[config.mk]
export PLATFORM = sky130hd
export DESIGN_NAME = target_reset_sequencer
export DESIGN_NICKNAME = d
export VERILOG_FILES = /design/src/rtl/target_ctl_pkg.sv /design/src/rtl/target_reset_sequencer_seq_timer.sv /design/src/rtl/target_reset_sequencer.sv
export SDC_FILE = /design/constraint.sdc
export NUM_CORES = 1
export LEC_CHECK = 0
export ABC_CLOCK_PERIOD_IN_PS = 4100
export CAP_MARGIN = 30
export CORE_ASPECT_RATIO = 1.75
export CORE_UTILIZATION = 40
export DETAILED_ROUTE_END_ITERATION = 16
export PLACE_DENSITY = 0.56
export SLEW_MARGIN = 20
export SYNTH_ARGS = -nofsm -noshare
export SYNTH_HDL_FRONTEND = slang
export SYNTH_SLANG_ARGS = --single-unit
[constraint.sdc]
create_clock -name clk -period 4.1 [get_ports clk]
set_input_delay 0.615 -clock clk [delete_from_list [all_inputs] [get_ports clk]]
set_output_delay 0.615 -clock clk [all_outputs]
set_load 0.1 [all_outputs]
[src/rtl/target_ctl_pkg.sv]
// Shared types and 48 MHz default cycle budgets for the target reset/power/glitch sequencing blocks.
package target_ctl_pkg;

   typedef enum logic [2:0] {
      S_IDLE,
      S_RESET_REQ,
      S_RESET_WAIT,
      S_BOOT_WAIT,
      S_ARMED,
      S_COOLDOWN,
      S_DONE
   } seq_state_t;

   localparam int unsigned CLK_HZ                 = 48_000_000;
   localparam int unsigned BOOT_CYCLES_DEF        = 240_000;
   localparam int unsigned ARM_TIMEOUT_CYCLES_DEF = 4_800_000;
   localparam int unsigned COOLDOWN_CYCLES_DEF    = 48_000;
   localparam int unsigned RESET_WAIT_MAX_DEF     = 960_000;
   localparam int unsigned CNT_W_DEF              = 16;

endpackage

[src/rtl/target_reset_sequencer_seq_timer.sv]
// Elapsed-cycle counter: loads 1 on load_i, then counts up (saturating); reached_o when elapsed >= limit_i.
module seq_timer #(
   parameter int unsigned W = 32
) (
   input  logic         clk,
   input  logic         rst,
   input  logic         load_i,
   input  logic [W-1:0] limit_i,
   output logic         reached_o
);

   logic [W-1:0] elapsed_q, elapsed_d;

   always_comb begin
      elapsed_d = elapsed_q;
      if (load_i)
         elapsed_d = W'(1);
      else if (elapsed_q != '1)
         elapsed_d = elapsed_q + W'(1);
   end

   always_ff @(posedge clk) begin
      if (rst)
         elapsed_q <= '0;
      else
         elapsed_q <= elapsed_d;
   end

   assign reached_o = (elapsed_q >= limit_i);

endmodule

[src/rtl/target_reset_sequencer.sv]
// Glitch-campaign attempt scheduler: reset target, wait boot, arm glitch, cool down, repeat.
// Optional SEQ_STOP_ON_SUCCESS_EN: stop the campaign when target_ok is seen during COOLDOWN.
module target_reset_sequencer
   import target_ctl_pkg::*;
#(
   parameter int unsigned BOOT_CYCLES        = BOOT_CYCLES_DEF,
   parameter int unsigned ARM_TIMEOUT_CYCLES = ARM_TIMEOUT_CYCLES_DEF,
   parameter int unsigned COOLDOWN_CYCLES    = COOLDOWN_CYCLES_DEF,
   parameter int unsigned RESET_WAIT_MAX     = RESET_WAIT_MAX_DEF,
   parameter int unsigned CNT_W              = CNT_W_DEF
) (
   input  logic             clk,
   input  logic             rst,
   input  logic             start,
   input  logic             abort,
   input  logic [CNT_W-1:0] attempts_cfg,
   output logic             reset_trigger,
   input  logic             reset_busy,
   output logic             glitch_arm,
   input  logic             glitch_fired,
   input  logic             target_ok,
   output logic             busy,
   output logic             done,
   output logic             fault,
   output logic [CNT_W-1:0] attempt_count,
   output logic [CNT_W-1:0] timeout_count
`ifdef SEQ_STOP_ON_SUCCESS_EN
   ,
   output logic             success
`endif
);

   seq_state_t       state_q, state_d;
   logic [CNT_W-1:0] cfg_q, cfg_d;
   logic [CNT_W-1:0] att_q, att_d, att_inc;
   logic [CNT_W-1:0] tmo_q, tmo_d;
   logic             fault_q, fault_d;
   logic             seen_busy_q, seen_busy_d;
   logic             stop_now;
   logic [31:0]      limit;
   logic             load, reached;
`ifdef SEQ_STOP_ON_SUCCESS_EN
   logic             ok_seen_q, ok_seen_d;
   logic             success_q, success_d;
`else
   logic             unused_target_ok;
   assign unused_target_ok = target_ok;
`endif

   assign att_inc = (att_q == '1) ? att_q : att_q + CNT_W'(1);
   assign load    = (state_d != state_q);

   seq_timer #(.W(32)) u_timer (
      .clk       (clk),
      .rst       (rst),
      .load_i    (load),
      .limit_i   (limit),
      .reached_o (reached)
   );

   always_comb begin
      state_d     = state_q;
      cfg_d       = cfg_q;
      att_d       = att_q;
      tmo_d       = tmo_q;
      fault_d     = fault_q;
      seen_busy_d = seen_busy_q;
      stop_now    = (cfg_q != '0) && (att_inc == cfg_q);
      limit       = '1;
`ifdef SEQ_STOP_ON_SUCCESS_EN
      ok_seen_d   = ok_seen_q;
      success_d   = success_q;
`endif
      case (state_q)
         S_IDLE: begin
            if (start) begin
               state_d = S_RESET_REQ;
               cfg_d   = attempts_cfg;
               att_d   = '0;
               tmo_d   = '0;
               fault_d = 1'b0;
`ifdef SEQ_STOP_ON_SUCCESS_EN
               success_d = 1'b0;
`endif
            end
         end
         S_RESET_REQ: begin
            state_d     = S_RESET_WAIT;
            seen_busy_d = 1'b0;
         end
         S_RESET_WAIT: begin
            limit = 32'(RESET_WAIT_MAX);
            if (reset_busy)
               seen_busy_d = 1'b1;
            if (seen_busy_q && !reset_busy)
               state_d = S_BOOT_WAIT;
            else if (reached) begin
               state_d = S_IDLE;
               fault_d = 1'b1;
            end
         end
         S_BOOT_WAIT: begin
            limit = 32'(BOOT_CYCLES);
            if (reached)
               state_d = S_ARMED;
         end
         S_ARMED: begin
            limit = 32'(ARM_TIMEOUT_CYCLES);
`ifdef SEQ_STOP_ON_SUCCESS_EN
            ok_seen_d = 1'b0;
`endif
            // A same-cycle glitch_fired wins over the timeout and is not counted as one.
            if (glitch_fired)
               state_d = S_COOLDOWN;
            else if (reached) begin
               state_d = S_COOLDOWN;
               if (tmo_q != '1)
                  tmo_d = tmo_q + CNT_W'(1);
            end
         end
         S_COOLDOWN: begin
            limit = 32'(COOLDOWN_CYCLES);
`ifdef SEQ_STOP_ON_SUCCESS_EN
            if (target_ok)
               ok_seen_d = 1'b1;
            if (ok_seen_q || target_ok) begin
               stop_now = 1'b1;
               if (reached)
                  success_d = 1'b1;
            end
`endif
            if (reached) begin
               att_d   = att_inc;
               state_d = stop_now ? S_DONE : S_RESET_REQ;
            end
         end
         S_DONE:  state_d = S_IDLE;
         default: state_d = S_IDLE;
      endcase

      // Abort freezes all bookkeeping; only the state returns to IDLE.
      if (abort) begin
         state_d = S_IDLE;
         cfg_d   = cfg_q;
         att_d   = att_q;
         tmo_d   = tmo_q;
         fault_d = fault_q;
`ifdef SEQ_STOP_ON_SUCCESS_EN
         success_d = success_q;
`endif
      end
   end

   always_ff @(posedge clk) begin
      if (rst) begin
         state_q       <= S_IDLE;
         cfg_q         <= '0;
         att_q         <= '0;
         tmo_q         <= '0;
         fault_q       <= 1'b0;
         seen_busy_q   <= 1'b0;
         reset_trigger <= 1'b0;
         glitch_arm    <= 1'b0;
         done          <= 1'b0;
         busy          <= 1'b0;
`ifdef SEQ_STOP_ON_SUCCESS_EN
         ok_seen_q     <= 1'b0;
         success_q     <= 1'b0;
`endif
      end else begin
         state_q       <= state_d;
         cfg_q         <= cfg_d;
         att_q         <= att_d;
         tmo_q         <= tmo_d;
         fault_q       <= fault_d;
         seen_busy_q   <= seen_busy_d;
         reset_trigger <= (state_d == S_RESET_REQ);
         glitch_arm    <= (state_d == S_ARMED);
         done          <= (state_d == S_DONE);
         busy          <= (state_d != S_IDLE);
`ifdef SEQ_STOP_ON_SUCCESS_EN
         ok_seen_q     <= ok_seen_d;
         success_q     <= success_d;
`endif
      end
   end

   assign fault         = fault_q;
   assign attempt_count = att_q;
   assign timeout_count = tmo_q;
`ifdef SEQ_STOP_ON_SUCCESS_EN
   assign success       = success_q;
`endif

endmodule

# After elaboration in Yosys (flattened, before gate mapping)
# Cells that the tools add are included.
[word_totals] reg_bits=89 latch_bits=0 mem_bits_rw=0 mem_bits_ro=0 in_bits=23 output_inout_bits=37 word_cells=82 memories=0
[op_classes] n_addsub=3 multipliers=0 n_div=0 order_cmp=1 eq_ne=21 n_shift=0 mux=27 n_bitwise=1 reduce_logical=17
[ops] cell="$pmux 32 s4" n=1
[ops] cell="$mux 16" n=6
[ops] cell="$pmux 16 s2" n=2
[ops] cell="$add 16x1->16 const B" n=2
[ops] cell="$add 32x1->32 const B" n=1
[ops] cell="$ge 32x32->1" n=1
[ops] cell="$ne 32x32->1 const B" n=1
[ops] cell="$mux 3" n=9
[ops] cell="$pmux 3 s6" n=1
[ops] cell="$eq 16x16->1" n=1
[ops] cell="$eq 16x16->1 const B" n=1
[ops] cell="$ne 16x16->1 const B" n=1
[ops] cell="$ne 2x2->1 const B" n=8
[ops] cell="$reduce_bool 16->1" n=1
[ops] cell="$eq 3x3->1 const B" n=4
[ops] cell="$reduce_bool 2->1" n=5
[ops] cell="$eq 3x1->1 const B" n=2
[ops] cell="$eq 3x2->1 const B" n=2
[ops] cell="$mux 1" n=6
[ops] cell="$reduce_and 6->1" n=1
[ops] cell="$reduce_and 5->1" n=1
[ops] cell="$pmux 1 s2" n=2
[ops] cell="$reduce_and 4->1" n=1
[ops] cell="$logic_not 3->1" n=1
[ops] cell="8 further kinds" n=9

# Longest topological paths before layout
# Gate-level depths: netlist (run 1).
[depth] word_depth=10 depth_mapped=18 mapped_depth_nobuf=14

# Modules after synthesis
# From an unflattened synthesis (run 1), not the netlist that was laid out.
[unflattened] hier_cells=751 area_unflattened_um2=5770.5
[modules_own_cells] mod="target_reset_sequencer" n_inst=1 cells_per_inst=450 area_per_inst_um2=3359.5 seq_area_each_um2=1141.1
[modules_own_cells] mod="seq_timer" n_inst=1 cells_per_inst=301 area_per_inst_um2=2411.1 seq_area_each_um2=640.6

# Worst setup path after synthesis (run 1)
# No wires, ideal clock.
[synth_path] kind="register to register" start="register att_q[0] (netlist: attempt_count[0])" end="register reset_trigger" setup_ps=117 arrival_ps=3439 t_required_ps=3983 setup_slack_ps=545 path_stages_with_launch=12 path_buffers=1 synth_period_minus_slack_ps=3555 cell_sequence="dfxtp_1 -> ha_1 -> nand3_4 -> or4_4 -> buf_6 -> nand4_2 -> xnor2_1 -> a2111oi_4 -> nand4_2 -> nor4b_2 -> o21ai_2 -> and4b_1"
[synth_via] elab_chain_len=9 word_cells_on_any_way=10 classes_between="1 x add/sub; 3 x eq/ne; 5 x mux; 1 x reduce/logical"
[synth_lines] item="start, declared" line="target_reset_sequencer.sv:35" rtl="logic [CNT_W-1:0] att_q, att_d, att_inc;"
[synth_lines] item="start signal, assigned" line="target_reset_sequencer.sv:173" rtl="att_q <= att_d;"
[synth_lines] item="$add 16x1->16 / $eq 16x16->1 (equally long branches)" line="target_reset_sequencer.sv:50" rtl="assign att_inc = (att_q == '1) ? att_q : att_q + CNT_W'(1);"
[synth_lines] item="$mux 16 *" line="target_reset_sequencer.sv:50"
[synth_lines] item="$eq 16x16->1 *" line="target_reset_sequencer.sv:68" rtl="stop_now = (cfg_q != '0) && (att_inc == cfg_q);"
[synth_lines] item="$logic_and 1x1->1 *" line="target_reset_sequencer.sv:68"
[synth_lines] item="$mux 3 *" line="target_reset_sequencer.sv:134" rtl="state_d = stop_now ? S_DONE : S_RESET_REQ;"
[synth_lines] item="$mux 3 *" line="target_reset_sequencer.sv:132" rtl="if (reached) begin"
[synth_lines] item="$pmux 3 s6 *" line="target_reset_sequencer.sv:74" rtl="case (state_q)"
[synth_lines] item="$mux 3 *" line="target_reset_sequencer.sv:142" rtl="if (abort) begin"
[synth_lines] item="$eq 3x1->1 *" line="target_reset_sequencer.sv:177" rtl="reset_trigger <= (state_d == S_RESET_REQ);"
[synth_lines] item="end signal, assigned" line="target_reset_sequencer.sv:177"
[synth_lines] item="end, declared" line="target_reset_sequencer.sv:17" rtl="output logic reset_trigger,"
# Every way passes the cells marked *; elsewhere a longest branch is shown, timed or not.
# A chain may end at the register's enable or synchronous reset.

# Final worst setup path (run 1)
[layout_path] start="register state_q[1]" end="register u_timer.elapsed_q[19]"
[layout_via] elab_chain_len=9 word_cells_on_any_way=19 classes_between="1 x order compare; 6 x eq/ne; 10 x mux; 2 x reduce/logical"
[layout_lines] item="start, declared" line="target_reset_sequencer.sv:33" rtl="seq_state_t state_q, state_d;"
[layout_lines] item="start signal, assigned" line="target_reset_sequencer.sv:171" rtl="state_q <= state_d;"
[layout_lines] item="$eq 3x3->1 / $eq 3x2->1 (equally long branches)" line="target_reset_sequencer.sv:74"
[layout_lines] item="$pmux 32 s4" line="target_reset_sequencer.sv:74"
[layout_lines] item="$ge 32x32->1" line="target_reset_sequencer_seq_timer.sv:29" rtl="assign reached_o = (elapsed_q >= limit_i);"
[layout_lines] item="$mux 3 (on tied branches)" line="target_reset_sequencer.sv:115, target_reset_sequencer.sv:97"
[layout_lines] item="$mux 3 (on tied branches)" line="target_reset_sequencer.sv:113, target_reset_sequencer.sv:95"
[layout_lines] item="$pmux 3 s6" line="target_reset_sequencer.sv:74"
[layout_lines] item="$mux 3" line="target_reset_sequencer.sv:142"
[layout_lines] item="$ne 3x3->1 *" line="target_reset_sequencer.sv:51" rtl="assign load = (state_d != state_q);"
[layout_lines] item="$reduce_or 2->1 (no line) *"
[layout_lines] item="end signal, assigned" line="target_reset_sequencer_seq_timer.sv:26" rtl="elapsed_q <= elapsed_d;"
[layout_lines] item="end, declared" line="target_reset_sequencer_seq_timer.sv:12" rtl="logic [W-1:0] elapsed_q, elapsed_d;"
# Marks and branches as above.

==> metrics, run 1 <==
status complete, no violations; Reg2Reg Depth 15; Worst path top cell family by delay compound AO/OA/AOI/OAI gates; 1st-iter DRT viols 290; syn avg cell area 7.96 um2; CTS Hold Buffers Added 0; Power, Total 1.91 mW; Worst Hold Class flip-flop to flip-flop; CTS tree yes; H-tree depth 3; Longest Clk Path Bufs 2; reg2reg start state_q[1]$_SDFF_PP0_; post-route DRC violation count 0; post-route ant nets 0; # setup viols final 0; PwrDens 288 mW/mm2; Die Area 0.0144 mm2; hold wc startpoint fault$_SDFFE_PP0P_; Pre-antenna DRT Iters 5; fin util 0.490; number of gates resized after cts 0; area grow syn2layout 19.1%; instance count on the critical path 15; sequential fraction of the synthesis area 0.320; routability cong. 0.881; crit path cell chain nand2b_1, inv_1, nand2_1, o21ai_0, ha_1, a21oi_1, o21ai_0, a221o_1, a211oi_1, o211ai_1, buf_4, a21oi_1, nand2b_1, buf_4, nor2_1; first-pass GRT wire length 26200 um; Initial Utilization 0.412; Setup CP Type flip-flop to flip-flop; Post-synth EDFFs 0; Worst Setup Slack, final 0.448 ns; Slowest Stage Delay on Critical Path 0.60 ns; maximum VDD drop 0.188 mV; Synth Register Bits 89; DP Worst Slack 0.453 ns; post-synthesis cell area 0.00557 mm2; total setup buffers inserted after CTS 0; Synth Flop Type dfxtp_1; setup TNS 0 ns; Row Count 56; initial antenna violation count 0; I/O Pins 60; unrepaired setup endpoints after global routing no; Final min period 3.65 ns; CTS sink count 89; Final Non-Filler Cells 926; DIE WIDTH 91.2 um; Worst Hold Path EP fault$_SDFFE_PP0P_; share of layout cells above drive strength 1 0.0705; largest net degree at the start of global routing 30; cell count after placement 910; grt ovf 0; wirelength, routed 16200 um; Mapped Cells 699; syn nets 749; Tot GR Track Use 0.233; Worst setup SP type flip-flop; Final Slew Violations 0; Req. time, crit path 4.38 ns; Leak 2.42 nW; Worst R2R End u_timer.elapsed_q[19]$_SDFFE_PP0P_; ys async rst share 0; Buffers on Ports 58; most instantiated cells after synthesis dfxtp_1 (89), nor2_1 (86), nand2_1 (76), a21oi_1 (57), nand3_1 (36); CP Data Arrival Time 3.93 ns; most frequent cell after synthesis dfxtp_1; Clock Tree Root clkbuf_16; Least-Margin Pin Slew 0.986 ns; crit-path max FO 25; DP HPWL 12500 um; R2R Setup Slk 0.45 ns; CP bufs+invs 3; Via Count 5309; Max Cap Viol 0; Worst Hold Depth 2; CTS Buf Count 9; core area 0.0135 mm2; YS warnings 0; top post-synthesis cells by area dfxtp_1 (32%), ha_1 (6.1%), nor2_1 (5.8%), xnor2_1 (5.2%), a21oi_1 (5.1%); area leader, netlist dfxtp_1; ANT cells 0; clk_skew 0.00724 ns; WL per Instance 17.5 um; period utilization 0.891; fin nets 797; final hold vios 0; Clock Pin Slew Worst Setup and Hold Paths 0.07 ns; DR vias/cell 5.73; Fmax 0.274 GHz; Die Y 158 um; top cell type's share of synthesized area 0.320; CP endpoint kind flip-flop; Critical-path top delay cell dfxtp_1; number of global-route vias before repair 5270; Synth cell types 74; worst relative slew slack 0.341; clk_lat worst skew 0.34 ns
-- final cells by class --
class / instances / area, um2
fillers: 1364 / 6900
clock inverters: 5 / 62.6
well taps: 174 / 218
repair buffers: 75 / 708
multi-input cells: 559 / 3570
flip-flops and latches: 89 / 1780
inverters: 13 / 48.8
clock buffers: 11 / 243
-- cell families after synthesis --
kind of cell	after synthesis	share of synthesized area
adder cells (fa/ha/maj)	29	0.0643
AO/OA/AOI/OAI	130	0.150
XOR/XNOR	63	0.103
AND/OR/NAND/NOR	330	0.311
flip-flops	89	0.320
buffers and inverters	51	0.0391
multiplexers	7	0.0128
-- report_power, final --
| group | switching, mW | internal, mW | total [mW] | leakage [nW] |
|---|---|---|---|---|
| combinational | 0.0986 | 0.0654 | 0.164 | 1.55 |
| clock | 0.359 | 0.494 | 0.853 | 0.143 |
| sequential | 0.0152 | 0.876 | 0.891 | 0.719 |
| total | 0.473 | 1.44 | 1.91 | 2.42 |
-- per-layer routing --
layer	routed length (um)	global-route usage	vias up	share of wire
met5	0	0	-	0
met4	934	0.162	0	0.058
met3	481	0.0375	56	0.030
met2	8940	0.452	124	0.55
met1	5810	0.222	2506	0.36
li1	-	-	2623	-
-- worst reg2reg max path, delay by kind of cell (launching register included) --
kind                       cells  cell delay (ns)
AOI/OAI and AO/OA              7             1.29
DFF                            1             0.60
adders and majority gates      1             0.20
buffers and inverters          3             0.66
and+or+nand+nor                4             0.86
-- worst max path at each step --
stage | startpoint | end
2_1_floorplan | attempt_count[0]$_SDFFE_PP0P_ | reset_trigger$_SDFF_PP0_
3_3_place_gp | state_q[1]$_SDFF_PP0_ | u_timer.elapsed_q[17]$_SDFFE_PP0P_
3_5_place_dp | state_q[1]$_SDFF_PP0_ | attempt_count[1]$_SDFFE_PP0P_
4_1_cts | state_q[1]$_SDFF_PP0_ | attempt_count[1]$_SDFFE_PP0P_
5_1_grt | state_q[1]$_SDFF_PP0_ | attempt_count[15]$_SDFFE_PP0P_
6_report | state_q[1]$_SDFF_PP0_ | u_timer.elapsed_q[19]$_SDFFE_PP0P_
-- through the flow --
stage	area (um2)	hold slack, ns
finish	6630	0.485
global route	6630	0.512
CTS	6630	0.482
detailed placement	6320	0.465
global placement	6320	0.458
floorplan	5570	0.461
-- sequential cells by signal, indices dropped and copies added, names as in the netlist --
signal,count
busy,1
reset_trigger,1
seen_busy_q,1
state_q,3
attempt_count,16
cfg_q,16
glitch_arm,1
done,1
fault,1
u_timer.elapsed_q,32
timeout_count,16
-- placed cells by master, fill, tap and decap left out, types with 4 or more instances in the layout --
master           count
buf_4               17
a311oi_1             7
nor3b_1              6
nand3_1             36
and4_1              13
nand4_1             23
nand2b_1             6
nand4_2              4
nor2b_1              4
nand2_1             76
clkdlybuf4s50_1     58
dfxtp_1             89
nor4_1               8
a31oi_1              7
or3_1                7
a21oi_1             57
mux2i_1              6
inv_1               12
clkbuf_16            9
and3_1              19
nor3_1              20
ha_1                27
a211oi_1             4
xor2_1              28
nor2_1              86
o21ai_0             21
xnor2_1             33
Power figures use the tool's default switching activity.
==> run 2: changes to the inputs <==
- HOLD_SLACK_MARGIN: unset -> 0.15
==> results of run 2 <==
Same layout as run 1: the final DEF is identical, and so are final timing and power.
